## src/rtl/if_fetch_pkg.sv

```systemverilog
// Shared constants and small helpers for the instruction-fetch stage.
package if_fetch_pkg;

  localparam logic        rom_enable   = 1'b1;
  localparam logic        rom_disable  = 1'b0;
  localparam logic [31:0] zero_word    = 32'h0000_0000;
  localparam logic [31:0] reset_pc_def = 32'h0000_0000;
  localparam logic [31:0] nop_inst_def = 32'h0000_0000;
  localparam int          stall_w      = 2;

  typedef logic [stall_w-1:0] stall_bus_t;

  function automatic logic [31:0] seq_pc(input logic [31:0] pc);
    return pc + 32'd4;
  endfunction

  function automatic logic misaligned(input logic [31:0] addr);
    return addr[1:0] != 2'b00;
  endfunction

endpackage

```

## src/rtl/if_fetch_if_id_reg.sv

```systemverilog
// IF/ID pipeline register with flush, bubble and hold handling.
module if_id_reg
  import if_fetch_pkg::*;
#(
  parameter logic [31:0] NOP_INST = nop_inst_def
) (
  input  logic        clk,
  input  logic        rst_n,
  input  logic        rom_ce,
  input  logic        flush,
  input  stall_bus_t  stall,
  input  logic [31:0] pc,
  input  logic [31:0] inst,
  output logic [31:0] id_pc,
  output logic [31:0] id_inst,
  output logic        id_adel
);

  // A downstream stall without an upstream one (2'b10) behaves as a full stall.
  logic hold;
  logic bubble;

  assign hold   = stall[1];
  assign bubble = stall[0] & ~stall[1];

  always_ff @(posedge clk or negedge rst_n) begin
    if (!rst_n) begin
      id_pc   <= zero_word;
      id_inst <= NOP_INST;
      id_adel <= 1'b0;
    end else if (flush || bubble || (!hold && rom_ce == rom_disable)) begin
      id_pc   <= zero_word;
      id_inst <= NOP_INST;
      id_adel <= 1'b0;
    end else if (!hold) begin
      id_pc   <= pc;
      id_inst <= inst;
      id_adel <= misaligned(pc);
    end
  end

endmodule

```

## src/rtl/if_fetch.sv

```systemverilog
// Instruction-fetch stage: owns the PC, drives the ROM and feeds IF/ID.
module if_fetch
  import if_fetch_pkg::*;
#(
  parameter logic [31:0] RESET_PC = reset_pc_def,
  parameter logic [31:0] NOP_INST = nop_inst_def
) (
  input  logic        clk,
  input  logic        rst_n,
  input  stall_bus_t  stall,
  input  logic        flush,
  input  logic [31:0] new_pc,
  input  logic        branch_flag,
  input  logic [31:0] branch_target,
  output logic        rom_ce,
  output logic [31:0] rom_addr,
  input  logic [31:0] rom_data,
  output logic [31:0] id_pc,
  output logic [31:0] id_inst,
  output logic        id_adel
);

  logic [31:0] pc;
  logic        pc_hold;

  assign pc_hold  = |stall;
  assign rom_addr = pc;

  // The PC only moves once the ROM was enabled on the previous edge,
  // so the first fetch is always RESET_PC.
  always_ff @(posedge clk or negedge rst_n) begin
    if (!rst_n) begin
      pc     <= RESET_PC;
      rom_ce <= rom_disable;
    end else begin
      rom_ce <= rom_enable;
      if (rom_ce == rom_enable) begin
        if (flush)
          pc <= new_pc;
        else if (pc_hold)
          pc <= pc;
        else if (branch_flag)
          pc <= branch_target;
        else
          pc <= seq_pc(pc);
      end
    end
  end

  if_id_reg #(
    .NOP_INST (NOP_INST)
  ) u_if_id_reg (
    .clk     (clk),
    .rst_n   (rst_n),
    .rom_ce  (rom_ce),
    .flush   (flush),
    .stall   (stall),
    .pc      (pc),
    .inst    (rom_data),
    .id_pc   (id_pc),
    .id_inst (id_inst),
    .id_adel (id_adel)
  );

endmodule

```

## config.mk

```make
export PLATFORM = sky130hd
export DESIGN_NAME = if_fetch
export DESIGN_NICKNAME = d
export VERILOG_FILES = /design/src/rtl/if_fetch_pkg.sv /design/src/rtl/if_fetch_if_id_reg.sv /design/src/rtl/if_fetch.sv
export SDC_FILE = /design/constraint.sdc
export NUM_CORES = 1
export LEC_CHECK = 0
export CAP_MARGIN = 20
export CORE_MARGIN = 5
export CORE_UTILIZATION = 30
export DETAILED_ROUTE_END_ITERATION = 8
export PLACE_DENSITY_LB_ADDON = 0.08
export SLEW_MARGIN = 0
export SYNTH_ARGS = -nofsm -noshare
export SYNTH_HDL_FRONTEND = slang
export SYNTH_SLANG_ARGS = --single-unit
```

## constraint.sdc

```tcl
create_clock -name clk -period 5.6 [get_ports clk]
set_input_delay 0.84 -clock clk [delete_from_list [all_inputs] [get_ports clk]]
set_output_delay 0.84 -clock clk [all_outputs]
set_load 0.01 [all_outputs]
```

==> parameters.txt <==
Parameter                              Value

Placed design
  Detail Placement HPWL    approximately 12,000 um
  Port bufs    between 150 and 200
  Area after detailed placement    about 7000 um^2
  Final Wtd Congestion    0.793

Synthesis
  Mapped Avg Cell Area    ~11 um^2
  Share of async-settable or async-resettable flops after synthesis    between 90% and 100%
  Number of enable-type register cells in the synthesized netlist    0
  Most instantiated cells after synthesis    dfrtp_1 (98), a22o_1 (80), nand2_1 (32)
  Mapped Nets    550
  Biggest area contributors in the synthesized netlist    dfrtp_1 (52%), a22o_1 (15%), mux2i_1 (2.5%)
  Most frequently used flop master after synthesis    dfrtp_1
  Most frequent cell after synthesis    dfrtp_1
  Unique masters post-synth    48
  Seq/Total Area, Yosys    51.6%
  Netlist area before placement    between 4000 and 5000 um^2
  Synth Register Bits    98
  Yosys top cell by area    dfrtp_1
  Ys Warns    0
  Cell count after synthesis    between 400 and 500
  Yosys top cell area share    51.6%

Routing
  Overall via count from detail_route    between 4,000 and 5,000
  Initial drt markers    between 200 and 250
  DRC violation count after routing    0
  Antenna Nets Post-Route    0
  Detailed Route WL    between 15,000 and 20,000 um
  Routed length per instance    19.9 um
  Vias per inst    5.32
  Number of search-and-repair iterations in the first detailed-routing pass    5

Floorplan
  Starting density of the core    a little under a third
  Site row count    46
  Die width    approximately 140 um
  Die Ht    136 um
  Full die area    about 18,000 um^2
  Core region area    between 15,000 and 20,000 um^2
  Number of primary I/O pins    200

Clocking
  Count of buffers added by post-CTS timing repair for setup    0
  Register clock-pin slew on the reported worst setup and hold paths    70 ps
  Resized cells post-CTS    0
  Clk Tree Root Cell    clkbuf_16
  Max clock buf depth    2
  Clock latency at the later pin of the worst-skew pair    about 340 ps
  CTS tree    done
  Number of hold buffers added after cts    0
  Number of buffers inserted during clock tree synthesis    9
  Count of H-tree levels built during CTS    3
  CTS Sinks    98

Hold path
  Classification of the worst-slack hold path    in -> async

Timing
  Post-route setup TNS    0 ps
  Layout Skew    about 8.2 ps
  Top achievable clock speed    between 300 and 400 MHz
  Hold Vio Cnt, Final    0
  Max-slew headroom at the worst pin    between 20 and 30%
  Clock period minus worst slack    ~3100 ps
  Unrepaired setup endpoints after global routing    false
  Endpoints failing setup    0
  Fin. max-slew vios    0
  Transition time at the pin with the least slew margin    1060 ps
  Final period utilization    55.3%

Final layout
  Number of fillers in the final layout    between 1,000 and 1,500
  Layout overhead on the synthesized area    52.5%
  Antenna diode count    0
  Layout cells sized above 1    around 5.3%
  Net total in the final layout    726
  Share of the core filled with cells in the final layout    a little under half
  Final instance area    slightly above 7000 um^2

Global routing
  Number of antenna violations at the first check in global routing    0
  Total Routing Usage GR    approximately 18%
  Global-route wire length before repair    between 20,000 and 30,000 um
  Vias in the first global route    ~4,600
  Total grt overflow    0
  Maximum number of pins on one net before global-route repair    between 60 and 70

Setup path
  Kind of launch point of the worst setup path    primary input
  CP Data Arrival Time    between 3000 and 4000 ps
  Crit path max fanout    between 40 and 50
  Type of destination of the critical path    register
  Worst setup path category    in -> reg
  Required time at the endpoint of the critical path    5860 ps

Status
  Result of the run    finished, final reports clean

Power
  Leakage power total    between 2 and 3 nW
  Maximum resistive drop on vdd    about 150 uV
  Power per cell area    approximately 270 nW/um^2

Job
  Number of maximum-capacitance constraint violations    0
[placed cells by master, fill, tap and decap left out, types with 2 or more instances in the layout]
cell type	instances
a41oi_1	2
and3_1	10
or3_1	9
a31oi_1	5
o41a_1	2
mux2i_1	12
and2_1	5
nor2_1	14
dfrtp_1	98
inv_1	7
or4_1	6
clkbuf_1	2
or2_2	2
nand3_1	14
a22oi_1	8
a22o_1	80
nand2_1	32
clkbuf_16	9
o22ai_1	5
o211ai_1	13
a21oi_1	8
nor4_1	4
a222oi_1	5
o2bb2ai_1	4
a31o_2	2
nand2b_1	2
a211o_1	2
buf_4	6
o31a_1	2
clkdlybuf4s50_1	197
nand4_1	4
clkbuf_8	2
and4_1	4
o21ai_0	21
clkinv_4	2
o311ai_0	8
[worst max-delay path: stages]
cell and delay (ps):
buf_2 670, o21bai_1 290, nand2_1 650, or4_1 720, o211ai_1 170
[layer usage]
metal  wire length [um]  GRT usage (%)
met5                  0              0
met4                332           6.49
met2               7720           28.7
met1               7680           24.6
met3               1090           4.15
[cells by family after synthesis]
family / Yosys count / share of synthesized area, %
other cells: 1 / 0.0789
fa+ha+maj: 1 / 0.263
simple gates: 115 / 13.0
flops: 98 / 51.6
mux: 12 / 2.53
buf+inv: 48 / 4.03
compound gates: 172 / 28.5
[registers in the layout, indices dropped and copies added, names as in the netlist]
| register | flops |
|---|---|
| u_if_id_reg.id_adel | 1 |
| rom_ce | 1 |
| u_if_id_reg.id_pc | 32 |
| rom_addr | 32 |
| u_if_id_reg.id_inst | 32 |
[power by group]
group / internal [mW] / total, mW / switching, mW
registers: 0.765 / 0.866 / 0.101
clock network: 0.373 / 0.645 / 0.272
logic: 0.234 / 0.410 / 0.176
total: 1.37 / 1.92 / 0.549
[path summary, 6_finish.rpt]
path / endpoint / from / slack, ps / cells after the start
max in group asynchronous: rom_addr[7] / rst_n / 3910 / 2
setup / recovery: rom_addr[30] / flush / 2500 / 5
hold reg to reg: u_if_id_reg.id_adel / u_if_id_reg.id_adel / 490 / 2
min in group clk: u_if_id_reg.id_adel / u_if_id_reg.id_adel / 490 / 2
hold / removal: u_if_id_reg.id_inst[18] / rst_n / 420 / 1
setup reg to reg: u_if_id_reg.id_inst[9] / rom_ce / 3080 / 4
[area by class of cell]
class                           count  area, um^2  area share [%]
Sequential cell                    98        2450            33.8
Multi-Input combinational cell    301        2120            29.3
Timing Repair Buffer              206        2060            28.5
Tap cell                          216         270            3.73
Clock buffer                       13         260            3.59
Clock inverter                      3        47.5           0.656
Inverter                            7        26.3           0.363
[per-stage QoR]
stage,power (mW),hold WS [ps],std cells,setup slack (ps)
2_1_floorplan,1.02,507,447,3270
3_3_place_gp,1.28,455,826,2180
3_5_place_dp,1.29,491,827,2110
4_1_cts,1.95,426,843,2480
5_1_grt,2.02,450,844,2180
6_report,1.92,423,844,2500
(Power assumes the default switching activity.)
